[src/rtl/timer_arb_pkg.sv]
// Shared types and helpers for the interval timer arbiter.
package timer_arb_pkg;

  typedef enum logic [1:0] {
    ST_IDLE = 2'd0,
    ST_RUN  = 2'd1,
    ST_DONE = 2'd2
  } state_t;

  // Index width for n requesters, never below one bit.
  function automatic int unsigned id_width(input int unsigned n);
    return (n <= 2) ? 1 : $clog2(n);
  endfunction

endpackage

[src/rtl/rr_arbiter.sv]
// Round-robin pick: first set request at or above ptr, wrapping; purely combinational.
module rr_arbiter
  import timer_arb_pkg::*;
#(
  parameter int unsigned NUM_REQ = 4,
  parameter int unsigned ID_W    = 2
) (
  input  logic [NUM_REQ-1:0] req,
  input  logic [ID_W-1:0]    ptr,
  output logic [NUM_REQ-1:0] onehot_c,
  output logic [ID_W-1:0]    idx_c,
  output logic               valid_c
);

  int unsigned cand;

  // Scan offsets from farthest to nearest so the nearest set bit wins.
  always_comb begin
    onehot_c = '0;
    idx_c    = '0;
    valid_c  = 1'b0;
    cand     = 0;
    for (int i = int'(NUM_REQ) - 1; i >= 0; i--) begin
      cand = (32'(ptr) + unsigned'(i)) % NUM_REQ;
      if (req[cand]) begin
        valid_c = 1'b1;
        idx_c   = ID_W'(cand);
      end
    end
    if (valid_c) onehot_c[idx_c] = 1'b1;
  end

endmodule

[src/rtl/interval_timer_arbiter.sv]
// Shared interval counter granted round-robin among requesters.
module interval_timer_arbiter
  import timer_arb_pkg::*;
#(
  parameter  int unsigned NUM_REQ   = 4,
  parameter  int unsigned CNT_W     = 5,
  parameter  int unsigned MAX_VALUE = 25,
  localparam int unsigned ID_W      = id_width(NUM_REQ)
) (
  input  logic                     clk,
  input  logic                     rst,
  input  logic [NUM_REQ-1:0]       req,
  input  logic [NUM_REQ*CNT_W-1:0] len,
  output logic [NUM_REQ-1:0]       grant,
  output logic                     busy,
  output logic [CNT_W-1:0]         count,
  output logic                     done,
  output logic [ID_W-1:0]          done_id
);

  localparam logic [CNT_W-1:0] MAX_C = CNT_W'(MAX_VALUE);

  state_t             state_q, state_d;
  logic [NUM_REQ-1:0] grant_q, grant_d, win_onehot;
  logic [ID_W-1:0]    win_idx, owner_q, owner_d, ptr_q, ptr_d, done_id_q, done_id_d;
  logic               win_valid;
  logic [CNT_W-1:0]   count_q, count_d, len_q, len_d, len_sel;
  logic               done_q, done_d, busy_q;

  rr_arbiter #(.NUM_REQ(NUM_REQ), .ID_W(ID_W)) u_arb (
    .req      (req),
    .ptr      (ptr_q),
    .onehot_c (win_onehot),
    .idx_c    (win_idx),
    .valid_c  (win_valid)
  );

  // Next-state and next-output logic.
  always_comb begin
    state_d   = state_q;
    grant_d   = grant_q;
    count_d   = count_q;
    len_d     = len_q;
    owner_d   = owner_q;
    ptr_d     = ptr_q;
    done_d    = 1'b0;
    done_id_d = '0;
    len_sel   = len[int'(win_idx)*int'(CNT_W) +: CNT_W];
    case (state_q)
      ST_IDLE: begin
        grant_d = '0;
        count_d = '0;
        if (win_valid) begin
          state_d = ST_RUN;
          grant_d = win_onehot;
          owner_d = win_idx;
          len_d   = (len_sel > MAX_C) ? MAX_C : len_sel;
          ptr_d   = (32'(win_idx) == NUM_REQ - 1) ? '0 : win_idx + ID_W'(1);
        end
      end
      ST_RUN: begin
        if (!req[owner_q]) begin
          // Owner withdrew: drop the interval silently.
          state_d = ST_IDLE;
          grant_d = '0;
          count_d = '0;
        end else if (count_q == len_q) begin
          state_d   = ST_DONE;
          done_d    = 1'b1;
          done_id_d = owner_q;
        end else begin
          count_d = count_q + CNT_W'(1);
        end
      end
      ST_DONE: begin
        state_d = ST_IDLE;
        grant_d = '0;
        count_d = '0;
      end
      default: begin
        state_d = ST_IDLE;
        grant_d = '0;
        count_d = '0;
      end
    endcase
  end

  // State and output registers.
  always_ff @(posedge clk) begin
    if (rst) begin
      state_q   <= ST_IDLE;
      grant_q   <= '0;
      count_q   <= '0;
      len_q     <= '0;
      owner_q   <= '0;
      ptr_q     <= '0;
      done_q    <= 1'b0;
      done_id_q <= '0;
      busy_q    <= 1'b0;
    end else begin
      state_q   <= state_d;
      grant_q   <= grant_d;
      count_q   <= count_d;
      len_q     <= len_d;
      owner_q   <= owner_d;
      ptr_q     <= ptr_d;
      done_q    <= done_d;
      done_id_q <= done_id_d;
      busy_q    <= (state_d != ST_IDLE);
    end
  end

  assign grant   = grant_q;
  assign busy    = busy_q;
  assign count   = count_q;
  assign done    = done_q;
  assign done_id = done_id_q;

endmodule

[config.mk]
export PLATFORM = sky130hd
export DESIGN_NAME = interval_timer_arbiter
export DESIGN_NICKNAME = d
export VERILOG_FILES = /design/src/rtl/timer_arb_pkg.sv /design/src/rtl/rr_arbiter.sv /design/src/rtl/interval_timer_arbiter.sv
export SDC_FILE = /design/constraint.sdc
export NUM_CORES = 1
export LEC_CHECK = 0
export CAP_MARGIN = 20
export CORE_ASPECT_RATIO = 2
export CORE_MARGIN = 3
export CORE_UTILIZATION = 40
export DETAILED_ROUTE_END_ITERATION = 10
export GPL_TIMING_DRIVEN = 1
export PLACE_DENSITY = 0.7
export SYNTH_ARGS = -nofsm -noshare
export SYNTH_HDL_FRONTEND = slang
export SYNTH_SLANG_ARGS = --single-unit
export TNS_END_PERCENT = 30
[constraint.sdc]
create_clock -name clk -period 5.46 [get_ports clk]
set_input_delay 1.365 -clock clk [delete_from_list [all_inputs] [get_ports clk]]
set_output_delay 1.365 -clock clk [all_outputs]
set_load 0.01 [all_outputs]
### Word level (Yosys, flattened, before mapping)

Index checks and enable logic that the tools add are counted.

| storage, ports and cells | value |
|---|---|
| bits in registers | 24 |
| bits in latches | 0 |
| RAM bits | 0 |
| memory bits (read-only) | 0 |
| bits of input ports | 26 |
| output and inout bits | 13 |
| word-level logic and storage cells | 67 |
| memories | 0 |

| cells by class | value |
|---|---|
| add/sub/neg operators | 5 |
| multipliers | 1 |
| div/mod/pow operators | 0 |
| $lt $le $gt $ge | 8 |
| equal/unequal tests | 4 |
| shift operators | 1 |
| multiplexer cells | 30 |
| bitwise logic cells | 3 |
| reduce and logical (&&, ||, !) cells | 6 |

Operator list:

| operator | number |
|---|---|
| variable part select 20 x 6 -> 5 bit | 1 |
| less-than comparator 2 x 3 -> 1 bit (second input constant) | 6 |
| two-way mux 2 bit | 8 |
| two-way mux 1 bit | 11 |
| binary-select mux 1 bit (select 2 bit) | 5 |
| two-way mux 4 bit | 2 |
| case mux 4 bit (2 select lines) | 1 |
| adder 5 x 1 -> 5 bit (second input constant) | 1 |
| equality test 5 bit | 1 |
| > comparator 5 bit (second input constant) | 1 |
| multiplier 2 x 3 -> 5 bit (second input constant) | 1 |
| two-way mux 5 bit | 1 |
| adder 2 x 1 -> 2 bit (second input constant) | 2 |
| adder 2 bit (second input constant) | 2 |
| case mux 2 bit (2 select lines) | 1 |
| OR reduction 4 bit | 1 |
| NOT 1 bit | 3 |
| OR reduction 3 bit | 1 |
| demux 1 bit (select 2 bit) | 1 |
| equality test 2 x 1 -> 1 bit (second input constant) | 1 |
| equality test 2 bit (second input constant) | 1 |
| >= comparator 2 x 1 -> 1 bit (second input constant) | 1 |
| logical NOT 2 bit | 1 |
| inequality test 2 bit (second input constant) | 1 |
| other kinds (3) | 3 |

### Depth between registers and ports, before layout

| logic depth | value |
|---|---|
| depth after elaboration | 13 |
| depth in mapped cells | 8 |
| mapped depth without buffers | 8 |

### Modules after synthesis

A second synthesis with hierarchy kept.

| unflattened totals | value |
|---|---|
| cells, all modules | 144 |
| area total of the unflattened synthesis | 1311.3 µm² |

By module, submodules not included:

| module | times used | cells an instance | area each (µm²) | sequential area each (µm²) |
|---|---|---|---|---|
| interval_timer_arbiter | 1 | 116 | 1134.8 | 480.5 |
| rr_arbiter | 1 | 28 | 176.4 | 0.0 |

### Least setup slack after synthesis

No wires, ideal clock.

| timing | value |
|---|---|
| kind | input port to flip-flop |
| from | in req[0] |
| to | reg len_q[0] |
| setup time | 145 ps |
| arrival | 2631 ps |
| data required time | 5315 ps |
| slack | 2684 ps |
| stages | 6 |
| buffers on the path | 0 |
| path through | and2_4 -> o211a_2 -> nor2_8 -> mux2_2 -> o21ai_0 -> a311oi_2 |

| on the way | value |
|---|---|
| longest elaborated chain between the ends | 10 |
| elaborated cells between the ends (all ways) | 21 |
| classes of those cells | mul (1); order compare (1); shift (1); mux (17); reduce/logical (1) |

RTL lines:

| item | line | text |
|---|---|---|
| from (decl) | interval_timer_arbiter.sv:12 | `input logic [NUM_REQ-1:0] req,` |
| binary-select mux 1 bit (select 2 bit) | rr_arbiter.sv:25 | `if (req[cand]) begin` |
| two-way mux 1 bit (not written as such) | rr_arbiter.sv:25 |  |
| two-way mux 2 bit (3 in a row) | rr_arbiter.sv:25 |  |
| two-way mux 2 bit (*) | rr_arbiter.sv:25 |  |
| via u_arb.idx_c[1] | rr_arbiter.sv:11 | `output logic [ID_W-1:0] idx_c,` |
| multiplier 2 x 3 -> 5 bit (*) | interval_timer_arbiter.sv:48 | `len_sel = len[int'(win_idx)*int'(CNT_W) +: CNT_W];` |
| variable part select 20 x 6 -> 5 bit (*) | interval_timer_arbiter.sv:48 |  |
| > comparator 5 bit | interval_timer_arbiter.sv:57 | `len_d = (len_sel > MAX_C) ? MAX_C : len_sel;` |
| two-way mux 5 bit (*) | interval_timer_arbiter.sv:57 |  |
| to (signal assigned) | interval_timer_arbiter.sv:104 | `len_q <= len_d;` |
| to (decl) | interval_timer_arbiter.sv:27 | `logic [CNT_W-1:0] count_q, count_d, len_q, len_d, len_sel;` |

Mark *: on every way through the listed nets, which the timed path passes. The rest lies on a longest branch. The select of a mux whose other input is x is not followed.
A chain may end at the register's enable or synchronous reset.

### Final worst setup path

Same ends and word-level chain as after synthesis.

==> out/qor.csv <==
stage,metric,value,unit
floorplanning,Rows,28,
clocking,latest clock arrival within the worst-skew pair,0.27,ns
power_and_ir_drop,share of power burned in registers,0.395,
clocking,"Reg clk slew, reported paths",0.08,ns
yosys,largest family of logic cells by synthesized area,simple AND/OR/NAND/NOR gates,
detailed_routing,drt pass-1 iters,4,
power_and_ir_drop,Peak VDD IR,0.1463,mV
placement,DP Wirelength,2428,um
power_and_ir_drop,sw frac,0.3375,
final_layout,"leading cell types in the layout, fill and taps excluded","clkdlybuf4s50_1, dfxtp_1, nor2_1, nand2_1",
yosys,YS warnings,0,
sta,RSZ-0062 raised after global routing,false,
detailed_routing,routed len/inst,13.75,um
floorplanning,die area,3977,um^2
yosys,simple-gate share of the synthesized area,0.2692,
clocking,post-CTS sizing,0,
detailed_routing,Antenna Nets Post-Route,0,
final_layout,ant diodes,0,
yosys,number of enable flip-flop cells after synthesis,0,
floorplanning,die height,86.23,um
worst_hold_path,hold path endpoint,len_q[1]$_SDFFE_PP0P_,
sta,Max Clock Skew,0.003441,ns
clocking,Max Buffers Root-to-Sink,2,
sta,Max Fclk,312.5,MHz
sta,worst-margin pin slew,0.5195,ns
worst_setup_path,Crit path required time,5.65,ns
detailed_routing,DRT iter0 DRCs,13,
yosys,"Distinct cells, synth",37,
yosys,post-synthesis register bit count,24,
sta,fin crit share,0.5860,
sta,Fin. Hold Viols,0,
worst_setup_path,critical path capture point type,register,
worst_hold_path,worst min path class,reg2reg,
yosys,Post-synth ARST share,0,
detailed_routing,final WL,2928,um
clocking,CTS Hold Bufs,0,
yosys,Mapped Cells,144,
worst_hold_path,Worst Hold Depth,2,
yosys,syn avg cell area,8.941,um^2
global_routing,initial antenna violation count,0,
global_routing,first-pass GRT wire length,5092,um
final_layout,nets@finish,215,
sta,setup_tns,0,ns
clocking,post-CTS setup buffer count,0,
placement,GPL Wtd Cong,0.7782,
worst_setup_path,crit path DAT,3.39,ns
global_routing,overall routing resource usage,0.1705,
worst_setup_path,Worst R2R Path Depth,8,
yosys,net count after synthesis,175,
yosys,mux contribution to synthesized area,0.09621,
final_layout,"commonest non-fill, non-tap cell in the layout",clkdlybuf4s50_1,
sta,Slew HR,0.6526,
clocking,Num CTS Buffers,3,
global_routing,largest net degree at the start of global routing,16,
floorplanning,Core ar.,3013,um^2
clocking,CTS tree,done,
power_and_ir_drop,leak pwr,0.6934,nW
worst_setup_path,R2R Setup Slk,3.43,ns
power_and_ir_drop,Gate power share,0.391,
worst_setup_path,worst r2r src,ptr_q[1]$_SDFFE_PP0P_,
worst_setup_path,kind of critical path,in2reg,
run_status,outcome,finished clean,
yosys,share of the yosys chip area belonging to registers,0.3732,
yosys,ys flop type,dfxtp_1,
final_layout,Layout Utilization,0.5818,
worst_setup_path,crit start category,input pin,
yosys,Synth area leader,dfxtp_1,
yosys,Mapped Area,1287,um^2
yosys,"top cells by area, synth","dfxtp_1, mux2i_1, ha_1, nand2_1, nor2_1",
yosys,Synth top area share,0.3732,
floorplanning,Die X-Extent,46.12,um
yosys,Synth Area in XOR/XNOR,0.06122,
detailed_routing,DR DRC count,0,
sta,Slew Limit Fails,0,
global_routing,grt total ovfl,0,
floorplanning,I/O pin total,39,
clocking,htree depth,1,
global_routing,vias in the first global route,1236,
final_layout,Area Growth Syn to Fin,36.15,%
power_and_ir_drop,Clock power frac,0.214,
detailed_routing,vias per std cell,5.465,
power_and_ir_drop,Cell Int Power,0.3670,mW
floorplanning,Initial Utilization,0.4273,
final_layout,layout cells sized above 1,0.09836,
worst_hold_path,Hold Startpoint,len_q[1]$_SDFFE_PP0P_,
worst_setup_path,RR Endpoint,len_q[0]$_SDFFE_PP0P_,
clocking,clock sinks,24,
worst_setup_path,Worst Path Max Fanout,9,
sta,Setup-failing EPs final,0,
yosys,adder-cell share of the synthesized area,0.04859,
clocking,CTS root buffer,clkbuf_8,
yosys,Compound-Gate Fraction of Synth Area,0.1293,
power_and_ir_drop,PwrDens,316.1,nW/um^2
power_and_ir_drop,Net Sw Power,0.1870,mW
job,# Max-Cap Violations,0,
detailed_routing,vias,1164,
sta,minimum clock period,3.200,ns
placement,number of port buffers,38,
[worst max path at each step]
stage / from / endpoint / slack, ns / cells past startpoint
final: req[0] / len_q[0]$_SDFFE_PP0P_ / 2.26 / 9
after global routing: req[0] / len_q[0]$_SDFFE_PP0P_ / 2.14 / 9
after CTS: req[0] / len_q[0]$_SDFFE_PP0P_ / 2.27 / 9
after detailed placement: req[0] / len_q[0]$_SDFFE_PP0P_ / 1.99 / 9
after global placement: req[1] / len_q[0]$_SDFFE_PP0P_ / 2.08 / 7
after floorplan: req[0] / len_q[0]$_SDFFE_PP0P_ / 2.68 / 6
[power by group through the flow]
| stage | sequential, mW | clock (mW) | combinational, mW |
|---|---|---|---|
| floorplan | 0.221 | 0 | 0.149 |
| global route | 0.223 | 0.130 | 0.241 |
| global placement | 0.222 | 0 | 0.212 |
| detailed placement | 0.223 | 0 | 0.218 |
| CTS | 0.219 | 0.124 | 0.218 |
| finish | 0.219 | 0.119 | 0.217 |
[layer usage]
| layer | GRT usage | wire (um) |
|---|---|---|
| met1 | 0.1583 | 1024 |
| met4 | 0.1088 | 124 |
| met3 | 0.02079 | 134 |
| met2 | 0.3166 | 1645 |
| met5 | 0 | 0 |
[critical path, cell delays in order]
cell and delay, ns:
clkdlybuf4s50_1 0.49, and2_4 0.21, and2_4 0.16, nor3_4 0.43, inv_4 0.10, nand3_2 0.10, nand4_2 0.12, o21bai_1 0.19
a311oi_2 0.22
[final cells by class]
type / count / area [um^2]
clock buffers: 4 / 55.05
fillers: 300 / 1260
inverters: 3 / 13.76
multi-input cells: 113 / 778.2
flip-flops and latches: 24 / 480.5
well taps: 30 / 37.54
repair buffers: 39 / 387.9
[flip-flops by register name (all words and copies together), names as in the netlist]
signal and flops:
state_q 2, done_id 2, busy 1, count 5
done 1, grant 4, ptr_q 2, owner_q 2
len_q 5
[synth_stat cells, types with 2 or more instances]
master	count
dfxtp_1	24
nand2_1	15
nor2_1	15
mux2i_1	9
nand3_1	9
a21oi_1	6
xor2_1	6
ha_1	5
o21ai_0	5
a22oi_1	4
clkbuf_1	4
nand2b_1	3
nor2b_1	3
nor3_1	3
xnor2_1	3
and2_1	2
and2_4	2
inv_1	2
nand3_2	2
nand4_1	2
o21ai_1	2
o21bai_1	2
or3_1	2
[stage by stage]
step | power (mW) | hold slack, ns | area [um^2] | std cells | worst slack [ns]
after floorplan | 0.3703 | 0.4481 | 1287 | 144 | 2.684
after global placement | 0.4338 | 0.4609 | 1698 | 209 | 2.075
after detailed placement | 0.4410 | 0.4625 | 1698 | 209 | 1.985
after CTS | 0.5615 | 0.4743 | 1753 | 213 | 2.268
after global routing | 0.5939 | 0.5062 | 1753 | 213 | 2.139
final | 0.5541 | 0.4754 | 1753 | 213 | 2.260
[logic make-up (layout without fill, tap and decap cells)]
logic type                 count (synthesis)  after routing
buffers and inverters                      7             46
and+or+nand+nor                           63             63
muxes                                     11             11
adders and majority gates                  5              5
xor gates and xnor gates                   9              9
AOI/OAI and AO/OA                         25             25
DFF                                       24             24
Note: power is estimated with default switching activity, not from simulation.
